**config.mk**
```make
export PLATFORM = sky130hd
export DESIGN_NAME = ifetch_unit
export DESIGN_NICKNAME = d
export VERILOG_FILES = /design/src/rtl/ifetch_pkg.sv /design/src/rtl/ifetch_fifo.sv /design/src/rtl/ifetch_fifo_chk.sv /design/src/rtl/ifetch_unit.sv
export SDC_FILE = /design/constraint.sdc
export NUM_CORES = 1
export LEC_CHECK = 0
export BUFFER_PORTS_ARGS = -buffer_cell sky130_fd_sc_hd__buf_2
export CORE_ASPECT_RATIO = 0.7
export CORE_MARGIN = 8
export CORE_UTILIZATION = 40
export CTS_BUF_LIST = sky130_fd_sc_hd__clkbuf_4
export CTS_CLUSTER_SIZE = 24
export DETAILED_ROUTE_END_ITERATION = 7
export GPL_ROUTABILITY_DRIVEN = 1
export GPL_TIMING_DRIVEN = 1
export PLACE_DENSITY_LB_ADDON = 0.25
export SLEW_MARGIN = 5
export SYNTH_ARGS = -nofsm -noshare
export SYNTH_HDL_FRONTEND = slang
export SYNTH_SLANG_ARGS = --single-unit
```
**constraint.sdc**
```tcl
create_clock -name clk -period 7.9 [get_ports clk]
set_input_delay 0.79 -clock clk [delete_from_list [all_inputs] [get_ports clk]]
set_output_delay 0.79 -clock clk [all_outputs]
set_load 0.03 [all_outputs]
```
**src/rtl/ifetch_pkg.sv**
```systemverilog
// Shared types and constants for the RV32I instruction fetch stage and its decoder.
package ifetch_pkg;

    localparam int INSTR_W = 32;
    localparam int PC_W    = 32;

    localparam logic [INSTR_W-1:0] NOP_INSTR = 32'h0000_0013;

    localparam logic [6:0] OP_LOAD   = 7'b0000011;
    localparam logic [6:0] OP_STORE  = 7'b0100011;
    localparam logic [6:0] OP_R      = 7'b0110011;
    localparam logic [6:0] OP_BRANCH = 7'b1100011;
    localparam logic [6:0] OP_IMM    = 7'b0010011;
    localparam logic [6:0] OP_JAL    = 7'b1101111;

    typedef struct packed {
        logic [INSTR_W-1:0] instr;
        logic [PC_W-1:0]    pc;
    } fetch_entry_t;

    function automatic logic [PC_W-1:0] pc_plus4(input logic [PC_W-1:0] pc);
        return pc + 32'd4;
    endfunction

endpackage

```
**src/rtl/ifetch_fifo.sv**
```systemverilog
// Synchronous FIFO of fetch entries with flush; head is read straight from registered storage.
module ifetch_fifo
    import ifetch_pkg::*;
#(
    parameter int DEPTH = 2
) (
    input  logic                       i_clk,
    input  logic                       i_reset,
    input  logic                       i_push,
    input  logic                       i_pop,
    input  logic                       i_flush,
    input  fetch_entry_t               i_wr_data,
    output fetch_entry_t               o_rd_data,
    output logic [$clog2(DEPTH):0]     o_count,
    output logic                       o_full,
    output logic                       o_empty
);

    localparam int AW = $clog2(DEPTH);
    localparam int CW = AW + 1;
    localparam logic [CW-1:0] DEPTH_C = CW'(DEPTH);

    fetch_entry_t     r_mem [DEPTH];
    logic [AW-1:0]    r_wr_ptr;
    logic [AW-1:0]    r_rd_ptr;
    logic [CW-1:0]    r_count;
    logic             w_do_pop;
    logic             w_do_push;

    assign o_empty   = (r_count == {CW{1'b0}});
    assign o_full    = (r_count == DEPTH_C);
    assign w_do_pop  = i_pop & ~o_empty;
    // a full FIFO still accepts a push when the head leaves in the same cycle
    assign w_do_push = i_push & (~o_full | w_do_pop);
    assign o_count   = r_count;
    assign o_rd_data = r_mem[r_rd_ptr];

    // pointer and occupancy update; flush empties the FIFO like reset does
    always_ff @(posedge i_clk) begin
        if (i_reset || i_flush) begin
            r_wr_ptr <= {AW{1'b0}};
            r_rd_ptr <= {AW{1'b0}};
            r_count  <= {CW{1'b0}};
        end else begin
            if (w_do_push) r_wr_ptr <= r_wr_ptr + 1'b1;
            if (w_do_pop)  r_rd_ptr <= r_rd_ptr + 1'b1;
            r_count <= r_count + CW'(w_do_push) - CW'(w_do_pop);
        end
    end

    // entry storage
    always_ff @(posedge i_clk) begin
        if (w_do_push && !i_reset && !i_flush) r_mem[r_wr_ptr] <= i_wr_data;
    end

    ifetch_fifo_chk u_chk (
        .i_clk   (i_clk),
        .i_reset (i_reset),
        .i_push  (i_push),
        .i_pop   (w_do_pop),
        .i_flush (i_flush),
        .i_full  (o_full)
    );

endmodule

```
**src/rtl/ifetch_fifo_chk.sv**
```systemverilog
// Property checker for the fetch FIFO: a push into a full FIFO without a pop is illegal.
module ifetch_fifo_chk (
    input logic i_clk,
    input logic i_reset,
    input logic i_push,
    input logic i_pop,
    input logic i_flush,
    input logic i_full
);

    a_no_overflow: assert property (@(posedge i_clk) disable iff (i_reset)
        !(i_push && i_full && !i_pop && !i_flush));

endmodule

```
**src/rtl/ifetch_unit.sv**
```systemverilog
// RV32I fetch stage: PC, credit-limited imem requests, response FIFO and redirect handling.
// Optional misaligned-target trap is enabled by defining IFETCH_ALIGN_CHECK_EN.
module ifetch_unit
    import ifetch_pkg::*;
#(
    parameter int              XLEN     = 32,
    parameter logic [XLEN-1:0] RESET_PC = 32'h0000_0000,
    parameter int              DEPTH    = 2
) (
    input  logic              clk,
    input  logic              reset,
    output logic              imem_req_valid,
    input  logic              imem_req_ready,
    output logic [XLEN-1:0]   imem_req_addr,
    input  logic              imem_rsp_valid,
    input  logic [31:0]       imem_rsp_data,
    input  logic              redirect,
    input  logic [XLEN-1:0]   redirect_pc,
    output logic              instr_valid,
    input  logic              instr_ready,
    output logic [31:0]       instr,
    output logic [XLEN-1:0]   instr_pc,
    output logic [XLEN-1:0]   instr_pcplus4,
    output logic              fetch_misaligned
);

    localparam int CW = $clog2(DEPTH) + 1;
    localparam logic [CW:0] DEPTH_C = (CW+1)'(DEPTH);

    logic [XLEN-1:0] r_pc;
    logic [CW-1:0]   r_outst;
    logic [CW-1:0]   r_discard;

    logic [CW-1:0]   w_fifo_count;
    logic            w_fifo_full;
    logic            w_fifo_empty;
    fetch_entry_t    w_head;
    fetch_entry_t    w_wr_entry;
    logic            w_credit_ok;
    logic            w_halt;
    logic            w_req_fire;
    logic            w_push;
    logic            w_pop;
    logic [CW-1:0]   w_live;
    logic [XLEN-1:0] w_rsp_pc;
    logic [XLEN-1:0] w_target;
    logic            w_unused;

`ifdef IFETCH_ALIGN_CHECK_EN
    logic r_misaligned;

    assign w_target = redirect_pc;
    assign w_halt   = r_misaligned;

    // sticky trap on a redirect to a non-word-aligned target
    always_ff @(posedge clk) begin
        if (reset)                              r_misaligned <= 1'b0;
        else if (redirect && |redirect_pc[1:0]) r_misaligned <= 1'b1;
    end

    assign fetch_misaligned = r_misaligned;
`else
    assign w_target         = {redirect_pc[XLEN-1:2], 2'b00};
    assign w_halt           = 1'b0;
    assign fetch_misaligned = 1'b0;
`endif

    assign w_credit_ok    = ({1'b0, r_outst} + {1'b0, w_fifo_count}) < DEPTH_C;
    assign imem_req_valid = ~reset & ~redirect & ~w_halt & w_credit_ok;
    assign imem_req_addr  = r_pc;
    assign w_req_fire     = imem_req_valid & imem_req_ready;

    // live (non-stale) fetches were issued back-to-back ending just below r_pc
    assign w_live     = r_outst - r_discard;
    assign w_rsp_pc   = r_pc - XLEN'({w_live, 2'b00});
    assign w_push     = imem_rsp_valid & ~redirect & (r_discard == {CW{1'b0}});
    assign w_wr_entry = '{instr: imem_rsp_data, pc: w_rsp_pc};

    assign instr_valid   = ~reset & ~w_fifo_empty;
    assign w_pop         = instr_valid & instr_ready;
    assign instr         = instr_valid ? w_head.instr : NOP_INSTR;
    assign instr_pc      = w_head.pc;
    assign instr_pcplus4 = pc_plus4(w_head.pc);

    assign w_unused = &{1'b0, redirect_pc[1:0], w_fifo_full};

    // PC and credit counters; redirect overrides normal issue/response bookkeeping
    always_ff @(posedge clk) begin
        if (reset) begin
            r_pc      <= RESET_PC;
            r_outst   <= {CW{1'b0}};
            r_discard <= {CW{1'b0}};
        end else if (redirect) begin
            r_pc      <= w_target;
            r_outst   <= r_outst - CW'(imem_rsp_valid);
            r_discard <= r_outst - CW'(imem_rsp_valid);
        end else begin
            if (w_req_fire) r_pc <= r_pc + 32'd4;
            r_outst <= r_outst + CW'(w_req_fire) - CW'(imem_rsp_valid);
            if (imem_rsp_valid && (r_discard != {CW{1'b0}})) r_discard <= r_discard - 1'b1;
        end
    end

    ifetch_fifo #(.DEPTH(DEPTH)) u_fifo (
        .i_clk     (clk),
        .i_reset   (reset),
        .i_push    (w_push),
        .i_pop     (w_pop),
        .i_flush   (redirect),
        .i_wr_data (w_wr_entry),
        .o_rd_data (w_head),
        .o_count   (w_fifo_count),
        .o_full    (w_fifo_full),
        .o_empty   (w_fifo_empty)
    );

endmodule

```
==> results of run 1 <==
==> cell usage after synthesis, types with 13 or more instances <==
cell	number	area, µm²
mux2i_1	43	430
inv_1	30	113
xor2_1	27	236
mux2_2	23	259
a21oi_1	19	95.1
or3_1	13	81.3
a31oi_1	19	119
nand3_1	18	90.1
clkbuf_1	30	113
nor3_1	22	110
nand4_1	17	106
nor2_1	71	267
nand2_1	61	229
dfxtp_1	39	781
o21ai_0	17	85.1
xnor2_1	37	324
edfxtp_1	124	3720
==> flip-flops by register name, summed over array words and instances, names as in the netlist, named ones only <==
register         flops
imem_req_addr       30
u_fifo.r_wr_ptr      1
u_fifo.o_count       2
r_discard            2
u_fifo.r_mem       124
u_fifo.r_rd_ptr      1
r_outst              2
==> power by group <==
group,switching (mW),internal [mW]
sequential,0.0340,0.964
clock,0.301,0.126
combinational,0.191,0.0987
==> cell usage in the layout, fill, tap and decap left out, drive strengths merged, types with 3 or more instances in the layout <==
cell,instances
a211oi,5
nor3,24
nand4,17
a311oi,3
inv,36
clkinv,3
nand2,61
a21oi,19
nand3,18
dfxtp,39
xnor2,37
a22oi,3
and4,6
or4,6
and3,12
buf,196
a21boi,3
xor2,27
mux2,23
or3,14
edfxtp,124
conb,7
ha,11
nor4,10
mux2i,43
nor2b,3
and2,7
nor2,71
clkbuf,17
clkinvlp,5
o211ai,7
nand4b,8
o21ai,17
a31oi,19
==> worst max-delay path by stage <==
| stage | to | start | depth (start not counted) |
|---|---|---|---|
| 5_1_grt | r_outst[1]$_SDFF_PP0_ | u_fifo.o_count[0]$_SDFF_PP0_ | 13 |
| 3_3_place_gp | r_outst[1]$_SDFF_PP0_ | reset | 11 |
| 6_report | r_outst[1]$_SDFF_PP0_ | u_fifo.o_count[0]$_SDFF_PP0_ | 13 |
| 3_5_place_dp | r_outst[1]$_SDFF_PP0_ | reset | 11 |
| 4_1_cts | r_outst[1]$_SDFF_PP0_ | u_fifo.o_count[0]$_SDFF_PP0_ | 13 |
| 2_1_floorplan | u_fifo.r_mem[1][10]$_DFFE_PP_ | reset | 5 |
==> cells by family after synthesis <==
| family | share of synthesized area [%] |
|---|---|
| buf+inv | 5.08 |
| simple gates | 16.3 |
| xor+xnor | 6.74 |
| fa+ha+maj | 2.14 |
| mux | 8.29 |
| compound gates | 7.32 |
| other cells | 0.0451 |
| flops | 54.1 |
==> final cells by class <==
| type | count | area, µm² |
|---|---|---|
| fillers | 1975 | 11000 |
| flip-flops and latches | 163 | 4510 |
| multi-input cells | 508 | 3430 |
| repair buffers | 196 | 993 |
| well taps | 276 | 345 |
| clock buffers | 17 | 128 |
| inverters | 30 | 113 |
| clock inverters | 14 | 105 |
| diodes | 1 | 2.50 |
==> metal layers <==
layer  part of all wire (%)  global-route usage [%]  up-vias
met1                     49                    23.3     2963
met4                   0.65                    4.03        2
met2                     42                    23.1      201
met5                  0.037                       0        -
met3                    8.4                    5.27       12
li1                       -                       -     3043
==> critical path: stages, from the launching register on <==
cell     delay (ns)
dfxtp_1        0.37
inv_1          0.08
nor2_1         0.13
fa_1           0.42
nor4_1         0.56
and2_0         0.74
inv_1          0.66
ha_1           0.48
inv_1          0.04
ha_1           0.17
xnor2_1        0.11
o21ai_0        0.19
xnor2_1        0.15
nor2_1         0.05
==> flow_metrics.env, run 1 <==
export IMPL_status="finished, final reports clean"
export IMPL_endpoint_kind="flop"
export IMPL_postRouteAntennaNets=0
export IMPL_ys_flop_type="edfxtp_1"
export IMPL_cts_setup_buffers=0
export IMPL_ctsResizeCount=0
export IMPL_post_place_cells=1173
export IMPL_firstDrtPassIters=5
export IMPL_grt_max_degree=63
export IMPL_vias=6221
export IMPL_cts_buffers=17
export IMPL_finalNonFillerCells=1205
export IMPL_yosysUniqueCellTypes=63
export IMPL_core_mm2=0.0206
export IMPL_dieWidth_um=188
export IMPL_async_reset_ff_share_pct=0
export IMPL_r2r_end="r_outst[1]$_SDFF_PP0_"
export IMPL_p_total_mw=1.72
export IMPL_worstHoldStart="imem_rsp_data[5]"
export IMPL_overflow=0
export IMPL_dp_hpwl_um=15700
export IMPL_antenna_found_initial=1
export IMPL_area_delta_synth_final_pct=15.7
export IMPL_syn_cell_area_mm2=0.00832
export IMPL_path_clk_slew_ns=0.14
export IMPL_routed_wl_um=21500
export IMPL_gp_congestion=0.833
export IMPL_ff2ff_setup_slack_ns=3.63
export IMPL_pwr_density_cell_mw_per_mm2=178
export IMPL_max_cap_violations=0
export IMPL_rsz0062_at_grt="false"
export IMPL_grt_pass1_vias=5836
export IMPL_reg2regPathDepth=13
export IMPL_min_period_over_period_pct=54.1
export IMPL_drt_first_iter_violations=367
export IMPL_avgRoutedWirePerCell_um=17.8
export IMPL_critPathLaunchType="flop"
export IMPL_setup_viol=0
export IMPL_drive_gt1_share_pct=28.4
export IMPL_finalMaxSlewViolations=0
export IMPL_clockRootBuffer="clkbuf_4"
export IMPL_hold_viol=0
export IMPL_ir_drop_mv=0.0764
export IMPL_clkSinkCount=163
export IMPL_relSlewSlack_pct=39.0
export IMPL_max_slew_worst_pin_slew_ns=0.914
export IMPL_worstPathRequired_ns=8.31
export IMPL_hold_depth=1
export IMPL_cp_data_arrival_time_ns=4.69
export IMPL_ys_warn_count=0
export IMPL_cts_hold_buf=0
export IMPL_fin_crit_ns=4.27
export IMPL_crit_fanout=29
export IMPL_max_freq_mhz=234
export IMPL_rr_startpoint="u_fifo.o_count[0]$_SDFF_PP0_"
export IMPL_hold_path_class="in2reg"
export IMPL_fin_worst_skew_ns=0.0283
export IMPL_grt_pass1_wl_um=32900
export IMPL_design_area_mm2=0.00962
export IMPL_crit_type="reg2reg"
export IMPL_track_usage_pct=16.2
export IMPL_nNetsFinal=999
export IMPL_die_area_mm2=0.0257
export IMPL_drc_errors=0
export IMPL_avgViaCountPerCell=5.16
export IMPL_seq_area_frac_synth_pct=54.1
export IMPL_place_area_mm2=0.00939
export IMPL_cellLeakagePower_nw=3.66
export IMPL_floorplan_initialDensity_pct=40.4
export IMPL_min_to="u_fifo.r_mem[0][37]$_DFFE_PP_"
export IMPL_insertion_delay_ns=0.54
export IMPL_avgSynthCellArea_um2=11.1
export IMPL_fin_tns_setup_ns=0
export IMPL_cts_tree="done"
export IMPL_ios=201
export IMPL_die_h_um=137
export IMPL_clock_tree_buffer_depth=2
export IMPL_cts_max_level=4
export IMPL_num_rows=44
export IMPL_post_route_util_pct=46.7
export IMPL_yosys_register_bits=163
export IMPL_whs_ns=0.423
export IMPL_portBuffers=191
export IMPL_setup_ws_ns=3.63
export IMPL_dp_slack_ns=3.28
export IMPL_synth_edf_count=124
export IMPL_syn_inst=750
Power figures use the tool's default switching activity.
==> run 2, diff against run 1 <==
Clock period 7.9 ns to 3.83 ns, I/O delays scaled along.
==> run 2 against run 1 <==
Compared with the run above:
- first-iteration DRC count grew 27%
- die area did not move
- utilization increased by 3.2 points
- flip-flop and latch count stayed put
- wire length is 4.8% higher
- critical path type unchanged
- largest power group unchanged
- highest routed layer is now met4
==> flow_metrics.env, run 2 (synthesized netlist as in run 1, its figures left out) <==
export IMPL_status="finished, final reports clean"
export IMPL_crit_type="reg2reg"
export IMPL_cts_buffers=17
export IMPL_critPathLaunchType="flop"
export IMPL_drive_gt1_share_pct=30.3
export IMPL_cts_max_level=4
export IMPL_path_clk_slew_ns=0.16
export IMPL_fin_tns_setup_ns=0
export IMPL_floorplan_initialDensity_pct=40.4
export IMPL_pwr_density_cell_mw_per_mm2=366
export IMPL_hold_path_class="in2reg"
export IMPL_num_rows=44
export IMPL_fin_crit_ns=3.31
export IMPL_avgRoutedWirePerCell_um=17.9
export IMPL_drt_first_iter_violations=466
export IMPL_endpoint_kind="flop"
export IMPL_firstDrtPassIters=5
export IMPL_layout_filler_cells=1948
export IMPL_dp_slack_ns=0.559
export IMPL_cp_data_arrival_time_ns=3.71
export IMPL_routed_wl_um=22500
export IMPL_die_area_mm2=0.0257
export IMPL_hold_viol=0
export IMPL_vias=6478
export IMPL_max_freq_mhz=302
export IMPL_dp_hpwl_um=16400
export IMPL_crit_fanout=6
export IMPL_max_cap_violations=0
export IMPL_overflow=0
export IMPL_ir_drop_mv=0.128
export IMPL_clockRootBuffer="clkbuf_4"
export IMPL_grt_pass1_wl_um=34600
export IMPL_drc_errors=0
export IMPL_regMostFlops="u_fifo.r_mem"
export IMPL_clock_tree_buffer_depth=2
export IMPL_final_cell_mix="buf_2, edfxtp_1, nor2_1"
export IMPL_layout_commonest_cell="buf_2"
export IMPL_max_slew_worst_pin_slew_ns=0.774
export IMPL_cts_tree="done"
export IMPL_setup_viol=0
export IMPL_diodes=0
export IMPL_area_delta_synth_final_pct=23.5
export IMPL_grt_pass1_vias=6283
export IMPL_nNetsFinal=1054
export IMPL_whs_ns=0.0512
export IMPL_portBuffers=191
export IMPL_fin_worst_skew_ns=0.0270
export IMPL_grt_max_degree=63
export IMPL_relSlewSlack_pct=48.4
export IMPL_setup_ws_ns=0.516
export IMPL_gp_congestion=0.785
export IMPL_track_usage_pct=17.1
export IMPL_avgViaCountPerCell=5.15
export IMPL_rsz0062_at_grt="false"
export IMPL_antenna_found_initial=0
export IMPL_core_mm2=0.0206
export IMPL_post_route_util_pct=49.9
export IMPL_dieWidth_um=188
export IMPL_clkSinkCount=163
export IMPL_min_period_over_period_pct=86.5
export IMPL_postRouteAntennaNets=0
export IMPL_die_h_um=137
export IMPL_finalMaxSlewViolations=0
export IMPL_largest_reg_flops=124
export IMPL_ios=201
export IMPL_cellLeakagePower_nw=3.97
export IMPL_insertion_delay_ns=0.57
export IMPL_worstPathRequired_ns=4.23
## run 2: cell count changes in the layout (fill, tap and decap cells not counted), sizes merged
cell	before	now
bufinv	0	1
diode	1	0
dlygate4sd3	0	33
clkinvlp	5	1
buf	196	218
inv	36	41
clkinv	3	1
## run 2: repair_timing
action / CTS / global route
hold endpoints to repair: 65 / 0
hold buffers: 33 / 0
resized for setup: 0 / 3
endpoints found under the setup margin: 0 / 5
setup buffers: 0 / 3
## run 2: routing by layer
metal	global-route usage [%]	part of all wire (%)	vias to the layer above
li1	-	-	3156
met1	24.6	49	3091
met2	24.6	42	222
met3	5.83	8.5	9
met4	3.51	0.63	0
met5	0	0	-
## run 2: final timing paths
path,to,start,slack (ns),depth (start not counted)
setup / recovery,u_fifo.r_mem[0][31]$_DFFE_PP_,r_outst[0]$_SDFF_PP0_,0.52,11
hold / removal,imem_req_addr[15]$_SDFFE_PP0P_,redirect_pc[15],0.05,3
setup reg to reg,u_fifo.r_mem[0][31]$_DFFE_PP_,r_outst[0]$_SDFF_PP0_,0.52,11
hold reg to reg,r_outst[0]$_SDFF_PP0_,r_outst[0]$_SDFF_PP0_,0.61,2
## run 2: cell type report
type                    instances  area (µm²)  area share [%]
clock inverters                14         163            1.58
clock buffers                  17         128            1.24
multi-input cells             508        3510            34.1
flip-flops and latches        163        4510            43.9
well taps                     276         345            3.36
inverters                      30         113            1.10
repair buffers                251        1510            14.7
## run 2: worst max-delay path, stage by stage, from the launching register on
cell and delay [ns]:
dfxtp_1 0.37, inv_1 0.08, ha_1 0.21, xnor2_1 0.14, xnor2_1 0.25, inv_1 0.07, ha_1 0.26, nor2b_1 0.15
or4_1 0.60, or4_4 0.61, nor3b_2 0.19, xor2_1 0.21
## run 2: metrics by stage
stage	power, mW	area [µm²]	std cells
floorplan	2.52	8420	756
CTS	3.79	10200	1256
detailed placement	2.72	9620	1192
global placement	2.71	9620	1192
global route	3.92	10300	1259
finish	3.76	10300	1259
## run 2: where the power goes
group	switching [mW]	internal (mW)
Combinational	0.416	0.241
Clock	0.698	0.358
Sequential	0.0620	1.99
Total	1.18	2.59
